--- src/rtl/present_ctr_sequencer.sv ---
// rtl/present_ctr_sequencer.sv - block sequencer for the iterative PRESENT-80 CTR decrypt core
//
// Purpose: latches key/IV on cfg_start, accepts 64-bit ciphertext blocks, drives the
// no-reset/no-stall core through one 32-round pass per block, and queues plaintext in a
// 2-entry output FIFO. done pulses one cycle after the last block of a message is popped.
//
// Ports:
//   clk, rst_n                   clock, synchronous active-low reset
//   cfg_start, cfg_key, cfg_iv   message start pulse, 80-bit key, 64-bit initial counter
//   in_valid/in_data/in_last     ciphertext stream, in_ready handshake
//   out_valid/out_data/out_last  plaintext stream from FIFO head, out_ready pops
//   busy, done                   message in progress, end-of-message pulse
//   core_load, core_load_iv      core load controls
//   core_iv, core_key            registered IV and key presented to the core
//   core_ciphertext              held block register presented to the core
//   core_round0, core_plaintext  core round==0 indicator and decrypted block

module present_ctr_sequencer #(
  parameter int ROUNDS    = 32,
  parameter int OFIFO_DEP = 2
) (
  input  logic        clk,
  input  logic        rst_n,
  input  logic        cfg_start,
  input  logic [79:0] cfg_key,
  input  logic [63:0] cfg_iv,
  input  logic        in_valid,
  input  logic [63:0] in_data,
  input  logic        in_last,
  output logic        in_ready,
  output logic        out_valid,
  output logic [63:0] out_data,
  output logic        out_last,
  input  logic        out_ready,
  output logic        busy,
  output logic        done,
  output logic        core_load,
  output logic        core_load_iv,
  output logic [63:0] core_iv,
  output logic [79:0] core_key,
  output logic [63:0] core_ciphertext,
  input  logic        core_round0,
  input  logic [63:0] core_plaintext
);

  // Timer counts CRYPT cycles from 0; round==0 falls on the last of ROUNDS cycles.
  localparam logic [4:0] TIMER_LAST = 5'(ROUNDS - 1);
  // A block may only be issued while one FIFO slot is guaranteed free at its capture.
  localparam logic [1:0] ISSUE_MAX  = 2'(OFIFO_DEP - 1);

  typedef enum logic [2:0] {
    S_IDLE,
    S_SEED,
    S_WAIT,
    S_CRYPT,
    S_CAP,
    S_DRAIN
  } state_t;

  state_t      state, state_nxt;
  logic [4:0]  timer;
  logic        last_flag;
  logic        err;
  logic        accept;
  logic        push;
  logic        pop;
  logic        finish;

  logic [63:0] fifo_data [2];
  logic        fifo_last [2];
  logic        wr_ptr;
  logic        rd_ptr;
  logic [1:0]  fifo_cnt;

  assign out_valid = (fifo_cnt != 2'd0);
  assign out_data  = fifo_data[rd_ptr];
  assign out_last  = fifo_last[rd_ptr];
  assign pop       = out_valid & out_ready;

  always_comb begin
    state_nxt    = state;
    core_load    = 1'b1;
    core_load_iv = 1'b0;
    in_ready     = 1'b0;
    accept       = 1'b0;
    push         = 1'b0;
    finish       = 1'b0;
    case (state)
      S_IDLE: begin
        if (cfg_start) state_nxt = S_SEED;
      end
      S_SEED: begin
        core_load_iv = 1'b1;
        state_nxt    = S_WAIT;
      end
      S_WAIT: begin
        in_ready = (fifo_cnt <= ISSUE_MAX);
        accept   = in_valid & in_ready;
        if (accept) state_nxt = S_CRYPT;
      end
      S_CRYPT: begin
        // Only state with load low: the core advances rounds here and nowhere else.
        core_load = 1'b0;
        if (timer == TIMER_LAST) state_nxt = S_CAP;
      end
      S_CAP: begin
        push      = 1'b1;
        state_nxt = last_flag ? S_DRAIN : S_WAIT;
      end
      S_DRAIN: begin
        if (pop && out_last) begin
          finish    = 1'b1;
          state_nxt = S_IDLE;
        end
      end
      default: state_nxt = S_IDLE;
    endcase
  end

  always_ff @(posedge clk) begin
    if (!rst_n) begin
      state           <= S_IDLE;
      busy            <= 1'b0;
      done            <= 1'b0;
      timer           <= 5'd0;
      last_flag       <= 1'b0;
      err             <= 1'b0;
      core_key        <= 80'd0;
      core_iv         <= 64'd0;
      core_ciphertext <= 64'd0;
      wr_ptr          <= 1'b0;
      rd_ptr          <= 1'b0;
      fifo_cnt        <= 2'd0;
      fifo_data[0]    <= 64'd0;
      fifo_data[1]    <= 64'd0;
      fifo_last[0]    <= 1'b0;
      fifo_last[1]    <= 1'b0;
    end else begin
      state <= state_nxt;
      done  <= finish;

      if (state == S_IDLE && cfg_start) begin
        core_key <= cfg_key;
        core_iv  <= cfg_iv;
        busy     <= 1'b1;
      end else if (finish) begin
        busy <= 1'b0;
      end

      if (accept) begin
        core_ciphertext <= in_data;
        last_flag       <= in_last;
        timer           <= 5'd0;
      end else if (state == S_CRYPT) begin
        timer <= timer + 5'd1;
      end

      // The core gives no other status, so a misplaced round0 is recorded but the
      // block is still captured on schedule.
      if (state == S_CRYPT && (core_round0 != (timer == TIMER_LAST))) err <= 1'b1;

      if (push) begin
        fifo_data[wr_ptr] <= core_plaintext;
        fifo_last[wr_ptr] <= last_flag;
        wr_ptr            <= ~wr_ptr;
      end
      if (pop) rd_ptr <= ~rd_ptr;

      case ({push, pop})
        2'b10:   fifo_cnt <= fifo_cnt + 2'd1;
        2'b01:   fifo_cnt <= fifo_cnt - 2'd1;
        default: fifo_cnt <= fifo_cnt;
      endcase
    end
  end

  no_core_timing_err: assert property (@(posedge clk) disable iff (!rst_n) !err);

endmodule

--- config.mk ---
export PLATFORM = sky130hd
export DESIGN_NAME = present_ctr_sequencer
export DESIGN_NICKNAME = d
export VERILOG_FILES = /design/src/rtl/present_ctr_sequencer.sv
export SDC_FILE = /design/constraint.sdc
export NUM_CORES = 1
export LEC_CHECK = 0
export BUFFER_PORTS_ARGS = -buffer_cell sky130_fd_sc_hd__buf_4
export CAP_MARGIN = 20
export CELL_PAD_IN_SITES_DETAIL_PLACEMENT = 0
export CELL_PAD_IN_SITES_GLOBAL_PLACEMENT = 1
export CORE_AREA = 2 2 218 220
export DETAILED_ROUTE_END_ITERATION = 16
export DIE_AREA = 0 0 220 222
export PLACE_DENSITY_LB_ADDON = 0.15
export SYNTH_ARGS = -nofsm -noshare
export SYNTH_HDL_FRONTEND = slang
export SYNTH_SLANG_ARGS = --single-unit
--- constraint.sdc ---
create_clock -name clk -period 9 [get_ports clk]
set_input_delay 1.35 -clock clk [delete_from_list [all_inputs] [get_ports clk]]
set_output_delay 1.35 -clock clk [all_outputs]
set_load 0.1 [all_outputs]
# == Word level (Yosys, flattened, before mapping) ==
# Memory sizes are Yosys's and may differ from the RTL's. A register that Yosys moved wholly into a read port is not among the register bits.
# Cells that the tools add are included.
# classes
n_lt_le_gt_ge,1
n_mul,0
reduce_logical,10
eq_ne,12
muxes,30
n_div,0
bitwise,5
shifts,0
n_addsub,3
# ops
op,n
$mux W64,1
$reduce_or A64 Y1,1
$mux W1,22
$pmux W3 S6,1
$mux W3,5
$ne A2 B2 Y1 const B,4
$eq A3 B2 Y1 const B,2
$eq A3 B3 Y1 const B,2
$reduce_bool A2 Y1,3
$add A5 B1 Y5 const B,1
$eq A5 B5 Y1 const B,1
$pmux W2 S2,1
$reduce_and A4 Y1,1
$eq A3 B1 Y1 const B,1
$logic_not A3 Y1,1
$not A1 Y1,3
$add A2 B1 Y2 const B,1
$and A1 B1 Y1,2
$eq A2 B1 Y1 const B,1
$eq A2 B2 Y1 const B,1
$le A2 B1 Y1 const B,1
$logic_and A1 B1 Y1,2
$reduce_or A2 Y1,1
$sub A2 B1 Y2 const B,1
$reduce_or A1 Y1,1
# totals
romBits,0
latchBits,0
mem_count,2
ff_bits,223
output_inout_bits,279
mem_bits_rw,130
# mem_list
name,words,width,read_ports,rd_clocked_by_memory_dff,wr,line_no,source
fifo_data,2,64,1,1,2,69,logic [63:0] fifo_data [2];
fifo_last,2,1,1,1,2,70,logic fifo_last [2];

# == Depth between registers and ports, before layout ==
# Gate-level depths: netlist (run 1).
# depth
depth_word,7
mapped_depth,8

# == Least setup slack after synthesis (run 1) ==
# OpenSTA, ideal clock, no wires.
# synth_timing
path_kind,flip-flop to flip-flop
from,register state[2]
to,memory fifo_data[0][0] (enable)
t_arrival_ps,5313
setup_time_ps,574
required_time_ps,8426
path_stages_with_launch,5
slack_ps,3112
path_cell_list,dfxtp_1 > buf_2 > nor3b_4 > inv_2 > o21ai_0
# synth_rtl
element,line_no,source
"start, declared",60,"state_t state, state_nxt;"
"start signal, assigned",139,state <= state_nxt;
"end, declared",69,

# == Worst setup path after layout (run 1) ==
# layout_timing
from,register fifo_cnt[1]
to,output in_ready
# layout_via
elab_chain_cells,2
# layout_rtl
element,line_no,source
"start, declared",73,logic [1:0] fifo_cnt;
"start signal, assigned",170,2'b10: fifo_cnt <= fifo_cnt + 2'd1;
"start signal, assigned",171,2'b01: fifo_cnt <= fifo_cnt - 2'd1;
"start signal, assigned",172,default: fifo_cnt <= fifo_cnt;
$le A2 B1 Y1,97,in_ready = (fifo_cnt <= ISSUE_MAX);
$mux W1,88,case (state)
"end, declared",30,"output logic in_ready,"
# Every way passes these cells.

==> metrics.txt, run 1 <==
Pre-antenna DRT Iters=4; gate count of the mapped netlist=1374; Nets=2153; WP data arrival=2.55 ns; row cnt=79; hold wc startpoint=core_iv[12]; H-tree Lvls=2; Slew Viols, Final=0; RSZ-0062 raised after global routing=false; kind of critical path=reg2out; DR WL/cell=19.1 µm; DIE WIDTH=220 µm; number of global-route vias before repair=11600; die area=48800 µm²; initial DRC count=649; ys flop type=dfxtp_1; Overflow after GRT=0; CP top delay family=buffers and inverters; crit path max fanout=66; register clock-pin slew on the reported worst setup and hold paths=0.06 ns; worst-margin pin slew=1.05 ns; number of synthesized flops with an enable pin=128; Mapped Area=14100 µm²; Skew-Pair Late Insertion Delay=0.56 ns; drt drc=0; sequential-to-total area share from yosys stat=59.3%; area of the multi-input gates=5100 µm²; CP max-delay cell=buf_4; Syn Nets=1658; hold buffers post-CTS=0; Fillers=4592; Final ANT Viol Nets=0; final hold vios=0; Worst Setup End Kind=output pin; CTS tree=built; WHS Path Cells=2; HPWL Detailed=31.1 mm; sequential cell area=8370 µm²; Die Ht=222 µm; CTS buffer count=43; Worst Hold Endpoint=core_iv[12]; fin crit period=3.90 ns; largest net degree at the start of global routing=130; Worst R2R End=fifo_data[1][38]; Setup crit start kind=register; vias per cell=4.68; Yosys cell types=46; Pleak=8.34 nW; post-CTS setup repair buffer count=0; status=completed; share of layout cells above drive strength 1=37.6%; initial antenna violation count=2; routability cong.=0.749; # IOs=558; Synth async-reset ratio=0%; most frequent cells in the layout=buf_4 (571), nand2_1 (289), dfxtp_1 (225); register bit count reported by yosys=354; critical path depth=6; final setup vio count=0; PD cells=243 nW/µm²; worst reg2reg path depth=5; buffers and inverters on the worst path=3; Area growth, synth to finish=41.6%; Max Clock Skew=0.0101 ns; first-pass GRT wire length=70.6 mm; Max Cap Viol=0; slowest stage delay, CP=0.61 ns; Hold Path Class=reg2reg; Fmax=256 MHz; CP cell instances=inv_1 -> ha_1 -> nand2b_2 -> buf_4 -> and3_1 -> buf_4; Final TNS setup=0 ns; Tcrit/Tclk final=43.3%; Longest Clk Path Bufs=3; Syn Area/Cell=10.3 µm²; Worst VDD drop=0.142 mV; All-Layer GR Usage=18.8%; Slew HR=30.0%; post_cts resized=0; reg2reg setup slack=5.99 ns; via count=11800; clk sinks=354; Critical Path RT=7.65 ns; WHS=0.453 ns; starting density of the core=30.5%; Synthesis Warnings=0; reg-to-reg startpoint=state[2]; final WL=47.9 mm; Top cell by count, worst path=buf_4; Core Footprint=46300 µm²; Port Buffers=556; commonest non-fill, non-tap cell in the layout=buf_4; clk root buf=clkbuf_16
[per-layer routing]
metal / track usage, % / share of wire [%] / vias up
met5: 0 / 0.025 / -
met4: 6.28 / 2.5 / 2
met3: 7.96 / 10 / 68
met2: 30.9 / 48 / 382
met1: 22.0 / 39 / 5530
li1: - / - / 5769
[through the flow]
step / total power [W] / utilization [%] / worst slack, ns / area [µm²] / cells
3_5_place_dp: 0.00318 / 40.1 / 5.24 / 18600 / 2431
5_1_grt: 0.00503 / 43.2 / 4.98 / 20000 / 2510
4_1_cts: 0.00492 / 43.1 / 5.08 / 20000 / 2509
2_1_floorplan: 0.00285 / - / 3.11 / 14100 / 1374
3_3_place_gp: 0.00318 / 40.1 / 5.21 / 18600 / 2431
6_report: 0.00485 / 43.2 / 5.10 / 20000 / 2510
[how the worst max path moves through the flow]
stage           startpoint               end
6_report       fifo_cnt[1]          in_ready
5_1_grt        fifo_cnt[1]          in_ready
4_1_cts        fifo_cnt[1]          in_ready
3_5_place_dp         rst_n  fifo_data[1][30]
3_3_place_gp         rst_n   fifo_data[1][6]
2_1_floorplan     state[2]   fifo_data[0][0]
[power breakdown]
group	switching, W	total, W	internal [W]
clock network	0.000676	0.00171	0.00103
logic	0.00104	0.00135	0.000303
registers	0.0000457	0.00179	0.00175
[sequential cells by signal, indices dropped and copies added, names as in the netlist, named ones only]
register and flops:
core_iv 64, fifo_cnt 2, rd_ptr 1, timer 5, last_flag 1, busy 1, core_key 80, core_ciphertext 64
fifo_data 128, state 3, fifo_last 2, wr_ptr 1, done 1
[kinds of logic (layout without fill, tap and decap cells)]
| family | Yosys count | count (layout) | synth area share (%) |
|---|---|---|---|
| buf+inv | 131 | 659 | 4.77 |
| mux | 68 | 68 | 5.40 |
| fa+ha+maj | 5 | 5 | 0.444 |
| flops | 354 | 354 | 59.3 |
| compound gates | 291 | 291 | 11.7 |
| simple gates | 519 | 519 | 17.9 |
| other cells | 0 | 1 | 0 |
| xor+xnor | 6 | 6 | 0.373 |
[layout make-up]
cell class	instances	share of cell area (%)
well taps	607	3.80
repair buffers	571	21.5
clock inverters	4	0.113
flip-flops and latches	354	41.9
inverters	10	0.213
multi-input cells	889	25.6
clock buffers	74	6.89
diodes	1	0.0125
[worst min-delay path, stage by stage, from the launching register on]
cell,delay (ns)
dfxtp_1,0.30
nand2_1,0.05
a21oi_1,0.05
[synth_stat cells, drive strengths merged, types with 5 or more instances]
cell type | n | area share (%)
clkbuf | 70 | 2.0
inv | 10 | 0.27
nand2 | 290 | 7.7
mux2 | 64 | 5.1
and2 | 129 | 5.7
o31ai | 66 | 3.6
dfxtp | 226 | 32
a21oi | 213 | 7.6
nor2 | 12 | 0.32
ha | 5 | 0.44
nand4 | 65 | 2.9
edfxtp | 128 | 27
buf | 51 | 2.6
Note: power is estimated with default switching activity, not from simulation.
==> inputs of run 2 (changes only) <==
--- a/config.mk
+++ b/config.mk
@@ -9,9 +9,9 @@
 export CAP_MARGIN = 20
 export CELL_PAD_IN_SITES_DETAIL_PLACEMENT = 0
 export CELL_PAD_IN_SITES_GLOBAL_PLACEMENT = 1
-export CORE_AREA = 2 2 218 220
+export CORE_AREA = 2 2 220 222
 export DETAILED_ROUTE_END_ITERATION = 16
-export DIE_AREA = 0 0 220 222
+export DIE_AREA = 0 0 222 224
 export PLACE_DENSITY_LB_ADDON = 0.15
 export SYNTH_ARGS = -nofsm -noshare
 export SYNTH_HDL_FRONTEND = slang
==> constraint.sdc (replaced) <==
create_clock -name clk -period 4 [get_ports clk]
set_input_delay 0.6 -clock clk [delete_from_list [all_inputs] [get_ports clk]]
set_output_delay 0.6 -clock clk [all_outputs]
set_load 0.1 [all_outputs]
==> run 2 against run 1 <==
Net effect: setup slack got worse by 3.8 ns; global-route usage down 0.64 points; non-clock buffer count increased by 4; core utilization fell by 0.86 points; worst hold slack lost 0.16 ns; final cell count increased by 0.48%; critical endpoint is now out_data[61]; largest cell class unchanged; largest power group unchanged.
==> metrics.txt, run 2 (synthesis results as in run 1) <==
status=completed; starting density of the core=29.8% (-0.70 points); initial antenna violation count=4 (+2); CP max-delay cell=dfxtp_2; Pre-antenna DRT Iters=5 (+1); CTS tree=built; vias per cell=4.71 (+0.69%); Largest register FFs=128 (unchanged); # IOs=558 (unchanged); Slew HR=29.1% (-0.95 points); final setup vio count=0 (unchanged); share of layout cells above drive strength 1=37.3% (-0.30 points); Port Buffers=556 (unchanged); Top Registers=fifo_data: 128 flops, core_key: 80 flops; Overflow after GRT=0 (unchanged); PD cells=542 nW/µm² (+120%); kind of critical path=reg2out; Area growth, synth to finish=42.0%; Max Cap Viol=0 (unchanged); final hold vios=0 (unchanged); HPWL Detailed=31.4 mm (+0.84%); Slew Viols, Final=0 (unchanged); Longest Clk Path Bufs=3 (unchanged); DR WL/cell=18.8 µm (-1.6%); via count=11900 (+1.2%); CP cell instances=buf_12 -> mux2_2 -> buf_4; most frequent cells in the layout=buf_4 (570), nand2_1 (289), dfxtp_1 (225); Max Clock Skew=0.0142 ns (+0.00412 ns); CTS buffer count=43 (unchanged); CP top delay family=buffers and inverters; buffers and inverters on the worst path=2 (-1); Setup crit start kind=register; hold wc startpoint=cfg_key[1]; reg-to-reg startpoint=state[1]; register clock-pin slew on the reported worst setup and hold paths=0.06 ns (about the same); Largest Register=fifo_data; WP data arrival=2.07 ns (-0.48 ns); Tcrit/Tclk final=66.8%; number of global-route vias before repair=11800 (+1.6%); crit path max fanout=59 (-11%); row cnt=80 (+1.3%); H-tree Lvls=2 (unchanged); Pleak=8.35 nW (+0.18%); Final ANT Viol Nets=0 (unchanged); Fmax=374 MHz; clk root buf=clkbuf_16; met2 routed WL=22.6 mm (-0.61%); largest net degree at the start of global routing=148 (+14%); RSZ-0062 raised after global routing=false; Worst Setup End Kind=output pin; Worst VDD drop=0.332 mV (+130%); WL met3=4.46 mm (-11%); met1 WL=18.8 mm (-0.67%); die area=49700 µm² (+1.8%); routability cong.=0.765 (+2.1%); fin crit period=2.67 ns; Design Power=0.0108 W (+120%); Highest Signal Layer=met5; final WL=47.4 mm (-1.1%); slowest stage delay, CP=0.47 ns (-0.14 ns); Core Footprint=47300 µm² (+2.3%); clk sinks=354 (unchanged); Final TNS setup=0 ns (unchanged); post_cts resized=0 (unchanged); Fillers=4701 (+2.4%); first-pass GRT wire length=70.4 mm (-0.24%); Die Ht=224 µm (+0.90%); commonest non-fill, non-tap cell in the layout=buf_4; Nets=2157 (+0.19%); drt drc=0 (unchanged); Skew-Pair Late Insertion Delay=0.55 ns (about the same); hold buffers post-CTS=0 (unchanged); initial DRC count=611 (-5.9%); Hold Path Class=in2reg; DIE WIDTH=222 µm (+0.91%); Critical Path RT=3.40 ns (-4.25 ns); worst-margin pin slew=1.06 ns (+0.0120 ns); All-Layer GR Usage=18.2% (-0.64 points); post-CTS setup repair buffer count=0 (unchanged)
==> run 2: cell count changes in the layout (fill, tap and decap cells not counted), sizes merged <==
cell    before  now
bufinv       0    2
inv         11   10
clkbuf      74   67
diode        1    3
buf        571  575
clkinv       3    7
==> run 2: metal layers <==
layer	track usage, %	vias to the layer above
met5	0	-
met4	7.08	2
met3	7.48	77
met2	30.3	365
met1	20.8	5664
li1	-	5781
==> run 2: where the power goes <==
part	internal (W)	switching (W)	total, W	leakage [nW]
Sequential	0.00393	0.000110	0.00404	3.17
Clock	0.00227	0.00149	0.00376	0.652
Combinational	0.000699	0.00235	0.00304	4.53
==> run 2: path summary, 6_finish.rpt <==
kind | cells after the start | slack [ns] | to
setup reg to reg | 4 | 1.64 | core_ciphertext[23]
hold reg to reg | 2 | 0.45 | core_key[30]
setup / recovery | 3 | 1.33 | out_data[61]
hold / removal | 3 | 0.29 | core_key[1]
==> run 2: final cells by class <==
| type | instances | area, µm² | area share (%) |
|---|---|---|---|
| Clock inverter | 9 | 87.6 | 0.437 |
| Timing Repair Buffer | 575 | 4380 | 21.9 |
| Clock buffer | 67 | 1260 | 6.29 |
| Inverter | 10 | 42.5 | 0.212 |
| Antenna cell | 3 | 7.51 | 0.0375 |
| Multi-Input combinational cell | 889 | 5110 | 25.5 |
| Sequential cell | 354 | 8370 | 41.8 |
| Tap cell | 615 | 769 | 3.84 |
==> run 2: tightest hold or removal path: cells and delay by family <==
kind / cells / cell delay (ns)
buffers and inverters: 1 / 0.10
and+or+nand+nor: 1 / 0.04
AOI/OAI and AO/OA: 1 / 0.05
==> run 2: metrics by stage <==
stage	hold WS [ns]	utilization, %	setup slack [ns]	instance area [µm²]	cells
after floorplan	0.444	-	0.581	14100	1374
after global placement	0.443	39.4	1.62	18700	2443
after detailed placement	0.447	39.4	1.63	18700	2443
after CTS	0.253	42.3	1.24	20000	2519
after global routing	0.273	42.3	1.22	20000	2521
final	0.292	42.3	1.33	20000	2522
